[src/rtl/riscv_pkg.sv]
// Shared core-side types: data width and the commit-trace record layout.
package riscv_pkg;

  localparam int XLEN           = 32;
  localparam int TRACE_MAX_CHAN = 4;

  typedef struct packed {
    logic [31:0]     seq;
    logic [XLEN-1:0] pc;
    logic [31:0]     instr;
    logic [4:0]      rd_addr;
    logic [XLEN-1:0] rd_data;
    logic            rd_we;
    logic [XLEN-1:0] mem_addr;
    logic [XLEN-1:0] mem_data;
    logic            mem_we;
  } commit_rec_t;

endpackage

[src/rtl/commit_rec_pack.sv]
// Builds one commit_rec_t from a single retire lane; unused fields are zeroed
// so that records compare cleanly downstream.
module commit_rec_pack
  import riscv_pkg::*;
(
  input  logic [31:0]     seq,
  input  logic [XLEN-1:0] pc,
  input  logic [31:0]     instr,
  input  logic [4:0]      reg_addr,
  input  logic [XLEN-1:0] reg_data,
  input  logic            mem_wrt,
  input  logic [XLEN-1:0] mem_addr,
  input  logic [XLEN-1:0] mem_data,
  output commit_rec_t     rec
);

  always_comb begin
    rec          = '0;
    rec.seq      = seq;
    rec.pc       = pc;
    rec.instr    = instr;
    // x0 writes are architecturally invisible, so they are not reported.
    rec.rd_we    = (reg_addr != 5'd0);
    rec.rd_addr  = rec.rd_we ? reg_addr : 5'd0;
    rec.rd_data  = rec.rd_we ? reg_data : '0;
    rec.mem_we   = mem_wrt;
    rec.mem_addr = mem_wrt ? mem_addr : '0;
    rec.mem_data = mem_wrt ? mem_data : '0;
  end

endmodule

[src/rtl/commit_trace_fifo.sv]
// Commit-trace capture buffer: tags up to NCHAN retired records per cycle with
// a sequence number and drains them one per cycle over a valid/ready stream.
module commit_trace_fifo #(
  parameter int XLEN         = riscv_pkg::XLEN,
  parameter int NCHAN        = 1,
  parameter int DEPTH        = 16,
  parameter bit DROP_ON_FULL = 1'b0
) (
  input  logic                      clk_i,
  input  logic                      rst_i,
  input  logic [NCHAN-1:0]          update_i,
  input  logic [NCHAN*XLEN-1:0]     pc_i,
  input  logic [NCHAN*32-1:0]       instr_i,
  input  logic [NCHAN*5-1:0]        reg_addr_i,
  input  logic [NCHAN*XLEN-1:0]     reg_data_i,
  input  logic [NCHAN-1:0]          mem_wrt_i,
  input  logic [NCHAN*XLEN-1:0]     mem_addr_i,
  input  logic [NCHAN*XLEN-1:0]     mem_data_i,
  output logic                      stall_o,
  output logic                      rec_valid_o,
  input  logic                      rec_ready_i,
  output riscv_pkg::commit_rec_t    rec_o,
  output logic [$clog2(DEPTH):0]    count_o,
  output logic [31:0]               drop_cnt_o,
  output logic [31:0]               seq_o
);

  localparam int PW = $clog2(DEPTH);
  localparam int CW = PW + 1;

  // Stream handshake: rec_o is the head entry whenever rec_valid_o is high and
  // is held stable until a cycle where rec_valid_o && rec_ready_i pops it.

  riscv_pkg::commit_rec_t mem [DEPTH];
  riscv_pkg::commit_rec_t lane_rec [NCHAN];

  logic [PW-1:0] head_q, tail_q;
  logic [CW-1:0] count_q;
  logic [31:0]   seq_q, drop_q;

  logic [CW-1:0] push_n, free_n;
  logic [31:0]   lane_seq [NCHAN];
  logic [PW-1:0] lane_idx [NCHAN];
  logic          accept, pop;
  logic [32:0]   drop_sum;

  // Prefix count of active lanes gives each record its slot and sequence offset.
  always_comb begin
    push_n = '0;
    for (int k = 0; k < NCHAN; k++) begin
      lane_seq[k] = seq_q + 32'(push_n);
      lane_idx[k] = tail_q + push_n[PW-1:0];
      if (update_i[k]) push_n = push_n + CW'(1);
    end
  end

  // Space comes from the registered count only; a same-cycle pop does not help.
  assign free_n   = CW'(DEPTH) - count_q;
  assign accept   = (push_n <= free_n);
  assign pop      = (count_q != '0) && rec_ready_i;
  assign drop_sum = {1'b0, drop_q} + 33'(push_n);

  for (genvar k = 0; k < NCHAN; k++) begin : g_lane
    commit_rec_pack u_pack (
      .seq      (lane_seq[k]),
      .pc       (pc_i[k*XLEN +: XLEN]),
      .instr    (instr_i[k*32 +: 32]),
      .reg_addr (reg_addr_i[k*5 +: 5]),
      .reg_data (reg_data_i[k*XLEN +: XLEN]),
      .mem_wrt  (mem_wrt_i[k]),
      .mem_addr (mem_addr_i[k*XLEN +: XLEN]),
      .mem_data (mem_data_i[k*XLEN +: XLEN]),
      .rec      (lane_rec[k])
    );
  end

  always_ff @(posedge clk_i) begin
    if (!rst_i && accept) begin
      for (int k = 0; k < NCHAN; k++) begin
        if (update_i[k]) mem[lane_idx[k]] <= lane_rec[k];
      end
    end
  end

  always_ff @(posedge clk_i) begin
    if (rst_i) begin
      head_q  <= '0;
      tail_q  <= '0;
      count_q <= '0;
      seq_q   <= '0;
      drop_q  <= '0;
    end else begin
      head_q <= head_q + PW'(pop);
      seq_q  <= seq_q + 32'(push_n);
      if (accept) begin
        tail_q  <= tail_q + push_n[PW-1:0];
        count_q <= count_q + push_n - CW'(pop);
      end else begin
        count_q <= count_q - CW'(pop);
        drop_q  <= drop_sum[32] ? '1 : drop_sum[31:0];
      end
    end
  end

  assign stall_o     = !DROP_ON_FULL && (count_q > CW'(DEPTH - NCHAN));
  assign rec_valid_o = (count_q != '0);
  assign rec_o       = mem[head_q];
  assign count_o     = count_q;
  assign drop_cnt_o  = drop_q;
  assign seq_o       = seq_q;

endmodule

[config.mk]
export PLATFORM = sky130hd
export DESIGN_NAME = commit_trace_fifo
export DESIGN_NICKNAME = d
export VERILOG_FILES = /design/src/rtl/riscv_pkg.sv /design/src/rtl/commit_rec_pack.sv /design/src/rtl/commit_trace_fifo.sv
export SDC_FILE = /design/constraint.sdc
export NUM_CORES = 2
export LEC_CHECK = 0
export BUFFER_PORTS_ARGS = -buffer_cell sky130_fd_sc_hd__buf_2
export CORE_MARGIN = 1
export CORE_UTILIZATION = 60
export DETAILED_ROUTE_END_ITERATION = 10
export PLACE_DENSITY = 0.85
export SLEW_MARGIN = 5
export SYNTH_ARGS = -nofsm -noshare
export SYNTH_HDL_FRONTEND = slang
export SYNTH_SLANG_ARGS = --single-unit
[constraint.sdc]
create_clock -name clk_i -period 34.8 [get_ports clk_i]
set_input_delay 0 -clock clk_i [delete_from_list [all_inputs] [get_ports clk_i]]
set_output_delay 0 -clock clk_i [all_outputs]
set_load 0.005 [all_outputs]
## Word level (Yosys, flattened, before mapping)

Memory sizes are Yosys's and may differ from the RTL's. A register that Yosys moved wholly into a read port is not among the register bits.
Cells that the tools add are included.

| cells by class | value |
|---|---|
| add/subtract/negate cells | 8 |
| bitwise operators | 0 |
| $lt $le $gt $ge | 2 |
| divide/modulo/power cells | 0 |
| eq/ne operators | 0 |
| shift operators | 0 |
| reduce and logical (&&, ||, !) cells | 5 |
| muxes and demuxes | 11 |
| multipliers | 0 |

Operators with widths:

| cell | count |
|---|---|
| $mux W32 | 4 |
| $add A32 B5 Y33 | 1 |
| $add A32 B5 Y32 | 1 |
| $mux W5 | 2 |
| $reduce_bool A5 Y1 | 2 |
| $sub A5 B1 Y5 | 2 |
| $add A5 B5 Y5 | 1 |
| $gt A5 B4 Y1 const B | 1 |
| $le A5 B5 Y1 | 1 |
| $sub A5 B5 Y5 const A | 1 |
| $add A4 B1 Y4 | 1 |
| $add A4 B4 Y4 | 1 |
| $mux W1 | 4 |
| $mux W4 | 1 |
| $logic_and A1 B1 Y1 | 2 |
| $logic_not A1 Y1 | 1 |

| storage, ports and cells | value |
|---|---|
| word-level logic and storage cells | 32 |
| input bits | 170 |
| memory bits (writable) | 3184 |
| memories | 1 |
| register bits | 77 |
| memory bits (read-only) | 0 |
| bits in latches | 0 |

Memories:

| name | depth | bits a word | read ports | clocked after Yosys merged registers in | wr ports | RTL line | text |
|---|---|---|---|---|---|---|---|
| mem | 16 | 199 | 1 | 1 | 1 | commit_trace_fifo.sv:34 | `riscv_pkg::commit_rec_t mem [DEPTH];` |

## Longest topological paths before layout

| depth | value |
|---|---|
| depth after elaboration | 5 |
| depth in mapped cells | 14 |
| mapped depth without buffers | 14 |

## Modules after synthesis

From an unflattened synthesis, not the netlist that was laid out.

| unflattened totals | value |
|---|---|
| cells, all modules | 5118 |
| area, all modules | 124630.8 um2 |

Modules (own cells, without submodules):

| module | area each (um2) | instances | seq. area each (um2) | cells an instance |
|---|---|---|---|---|
| commit_trace_fifo | 123154.4 | 1 | 97153.2 | 4904 |
| commit_rec_pack | 1476.4 | 1 | 0.0 | 214 |

## Worst setup path after synthesis

No wires, ideal clock.

| timing | value |
|---|---|
| path type | register to register |
| start | register count_q[2], in the netlist count_o[2] |
| end | memory mem[0][0] (netlist name) (enable) |
| slack | 18176 ps |
| arrival time | 15622 ps |
| cell stages (with the launch flop) | 10 |
| clock period less this slack | 16624 ps |
| path buffers | 0 |
| path through | dfxtp_1 > inv_1 > ha_1 > and2_1 > ha_1 > nor4b_4 > nand2_2 > nor2_1 > or4b_2 > nor3_1 |

| on the way | value |
|---|---|
| word-level cells in the longest chain between the ends | 5 |

RTL lines:

| what | RTL line | text |
|---|---|---|
| start: declaration | commit_trace_fifo.sv:38 | `logic [CW-1:0] count_q;` |
| start signal: assignment | commit_trace_fifo.sv:97 | `count_q <= count_q + push_n - CW'(pop);` |
| start signal: assignment | commit_trace_fifo.sv:99 | `count_q <= count_q - CW'(pop);` |
| $sub A5 B5 Y5 | commit_trace_fifo.sv:58 | `assign free_n = CW'(DEPTH) - count_q;` |
| $le A5 B5 Y1 | commit_trace_fifo.sv:59 | `assign accept = (push_n <= free_n);` |
| $logic_and A1 B1 Y1 | commit_trace_fifo.sv:78 | `if (!rst_i && accept) begin` |
| $mux W1 | commit_trace_fifo.sv:78 |  |
| $mux W1 (implied by the code) | commit_trace_fifo.sv:80 | `if (update_i[k]) mem[lane_idx[k]] <= lane_rec[k];` |
| end: declaration | commit_trace_fifo.sv:34 |  |

No other way between the ends.

==> impl_metrics.tcl <==
set metrics [dict create \
    fin_crit_ps 7360 \
    r2r_end "mem[9][45]" \
    min_to "mem[11][114]" \
    setup_viol 0 \
    syn_to_final_growth_pct 14.1 \
    path_buf_inv 6 \
    vias 60733 \
    worst_r2r_path_depth 11 \
    tritoncts "built" \
    synth_edf_count 3184 \
    nets 6044 \
    drv_cap 0 \
    grt.total_usage_pct 32.0 \
    setup-tns-final_ps 0 \
    max_freq_ghz 0.136 \
    maxSlewViolCount 0 \
    ioPinCount 440 \
    drt-initial-drc-count 8451 \
    rr_startpoint "count_o[2]" \
    cp_max_fo 110 \
    cts_root_buf "clkbuf_16" \
    crit_family "buffers and inverters" \
    crit_type "reg2out" \
    async_flop_share_pct 0 \
    viasPerCell 6.92 \
    numPortBuffers 439 \
    path_clk_slew_ps 60 \
    irDropWorstVdd_mv 0.0540 \
    slowest_delay_ps 850 \
    r2r_setup_slack_ps 28780 \
    synthSimpleGateAreaFrac_pct 1.44 \
    fin_util_pct 69.0 \
    place_congestion 0.782 \
    start_util_pct 60.5 \
    cp.arrival_ps 7360 \
    clockBufferDepth 4 \
    path_cells "buf_12 -> buf_4 -> buf_4 -> buf_4 -> buf_4 -> mux4_2 -> mux4_2 -> buf_2" \
    hp-start "instr_i[11]" \
    htreeDepth 5 \
    place_ws_ps 28180 \
    fin_skew_ps 79.4 \
    hold_viol 0 \
    fillers 11341 \
    power.density_nw_per_um2 66.1 \
    ant_nets 0 \
    fp-row-count 166 \
    ys_ff_latch 3261 \
    p_seq_share_pct 47.4 \
    status "complete, no violations" \
    rsz0062_at_grt "no" \
    critPathLaunchType "flip-flop" \
    wirelength_um 329000 \
    grt_pass1_vias 64343 \
    switching_share_pct 24.7 \
    synth_compound_gate_area_share_pct 0.264 \
    die_h_um 457 \
    ys_types 54 \
    path_common_cell "buf_4" \
    wire_per_inst_um 37.5 \
    synthAdderAreaFrac_pct 0.248 \
    grt_pass1_wl_um 467000 \
    synth_xor_area_share_pct 0.458 \
    cp-end-kind "primary output" \
    die_x_um 457 \
    min_path_type "in2reg" \
    worst_slew_pin_slew_ps 1230 \
    ys_seq_area_share_pct 78.4 \
    period_share_pct 21.2 \
    drive_above_1_share_pct 33.1 \
    yosys_warnings 0 \
    comb_power_share_pct 16.7 \
    p_int_mw 7.04 \
    dp_hpwl_um 152000 \
    synth_mux_area_share_pct 18.1 \
    synth.avg_cell_area_um2 24.7 \
    hold_depth 2 \
    worst_slack_ps 27440 \
    critPathRequiredTime_ps 34800 \
    cts_buffers 326 \
    clock_power_share_pct 35.9 \
    core_um2 205000 \
    power.leakage_nw 44.7 \
    relSlewSlack_pct 18.2 \
    antenna_found_initial 9 \
    grt-ovfl-total 0 \
    grt_max_degree 162 \
    synth_area_um2 124000 \
    synth_top_family_by_area "multiplexers" \
    dr.pass1.iters 5 \
    synth_cells 5021 \
    drcViolationCount 0 \
    whs_ps 102 \
    power_switching_mw 2.30 \
    clkSinkCount 3261 \
    die-area_um2 208000 \
    syn_nets 5215 \
    slowest_stage "buf_4" \
    clock_latency_ps 990 \
    synth_ff_type "edfxtp_1" \
    cts_resized 0 \
]
[cells in the final DEF (no fill, tap or decap), drive strengths merged, types with 3 or more instances in the layout]
master	n
nor3	17
clkinv	114
and3	18
and4	7
xnor2	27
edfxtp	3184
dlygate4sd3	243
clkbuf	405
ha	23
dfxtp	77
inv	24
diode	10
o21ai	9
or2	3
bufinv	18
a31oi	4
a311oi	4
or3	5
nand2	42
a211oi	3
nor2	67
xor2	37
clkinvlp	7
nor4	5
and2	67
buf	548
nand4	16
nor2b	37
nand3	26
a21oi	27
mux4	995
[sequential cells by signal (all words and copies together) (netlist names)]
signal / flops
count_o: 5
drop_cnt_o: 32
head_q: 4
mem: 3184
seq_o: 32
tail_q: 4
[worst reg2reg max path, cell delays in order, from the launching register on]
cell      delay [ps]
dfxtp_1          490
inv_1            170
ha_1             240
and2_1           160
ha_1             270
nor4b_4          130
nand2_2          140
or2_1            570
nand4b_1         530
nor2_4           950
buf_4            970
buf_4            930
[through the flow]
stage	cells	area, um2	total power [mW]
after CTS	8763	141000	9.36
after global routing	8770	142000	9.58
after global placement	7967	129000	5.95
final	8773	142000	9.35
after floorplan	5021	124000	5.58
after detailed placement	7967	129000	6.00
[cell type report]
type                            count  area (um2)  area share, %
Sequential cell                  3261       97200           68.7
Timing Repair Buffer              791        5560           3.93
Multi-Input combinational cell   1455       25500           18.0
Tap cell                         2688        3360           2.38
Clock buffer                      405        8630           6.10
Inverter                           15        56.3         0.0398
Clock inverter                    148        1180          0.835
Antenna cell                       10        25.0         0.0177
[power by group through the flow]
stage               clock [mW]  combinational, mW  sequential (mW)
floorplan                    0               1.07             4.51
global placement             0               1.45             4.50
detailed placement           0               1.49             4.51
CTS                       3.37               1.56             4.43
global route              3.51               1.63             4.44
finish                    3.35               1.56             4.43
[routing by layer]
metal / GRT usage [%] / vias up / share of wire [%]
met4: 19.9 / 2 / 7.0
met2: 53.4 / 4799 / 51
met1: 39.1 / 31677 / 32
li1: - / 23201 / -
met3: 5.91 / 1054 / 9.9
met5: 0 / - / 0.0058
[kinds of logic (layout without fill, tap and decap cells)]
logic type | count (synthesis) | count (layout)
flip-flops | 3261 | 3261
XOR/XNOR | 64 | 64
buffers and inverters | 305 | 1359
adder cells (fa/ha/maj) | 24 | 24
other | 0 | 10
AND/OR/NAND/NOR | 321 | 321
AO/OA/AOI/OAI | 50 | 50
multiplexers | 996 | 996
[synth_stat cells, types with 2 or more instances]
cell type	n	area share, %
nor3_2	2	0.016
or3_1	4	0.020
ha_1	23	0.23
or2_1	2	0.010
nor4_1	3	0.015
buf_6	5	0.045
xnor2_1	26	0.18
nand2_1	41	0.12
buf_4	34	0.21
a311oi_1	4	0.028
nor3_1	14	0.057
o21ai_1	4	0.016
nand4_1	16	0.081
or4_1	2	0.012
nand4b_1	2	0.014
nand2b_1	2	0.010
and4_1	7	0.049
and3_1	18	0.091
dfxtp_1	77	1.2
o21ai_0	5	0.020
a211oi_1	3	0.018
nor2_1	67	0.20
nor2b_1	37	0.19
a31oi_1	4	0.020
a21oi_2	10	0.071
mux4_2	995	18
nand3_1	25	0.10
and2_1	67	0.34
buf_1	17	0.051
a41o_1	2	0.016
xor2_1	37	0.26
inv_1	15	0.045
buf_2	81	0.33
edfxtp_1	3184	77
clkbuf_1	151	0.46
a21oi_1	17	0.069
[repair_timing]
action / CTS / global route
endpoints found under the hold margin: 2736 / 0
hold buffers: 243 / 0
buffers inserted: 0 / 0
[how the worst max path moves through the flow]
| stage | startpoint | endpoint | slack (ps) | depth (start not counted) |
|---|---|---|---|---|
| floorplan | count_o[2] | mem[0][0] | 18180 | 9 |
| global placement | head_q[0] | rec_o[160] | 28310 | 8 |
| detailed placement | head_q[0] | rec_o[160] | 28180 | 8 |
| CTS | head_q[0] | rec_o[160] | 27110 | 8 |
| global route | head_q[0] | rec_o[35] | 26740 | 8 |
| finish | head_q[0] | rec_o[35] | 27440 | 8 |
Power figures use the tool's default switching activity.
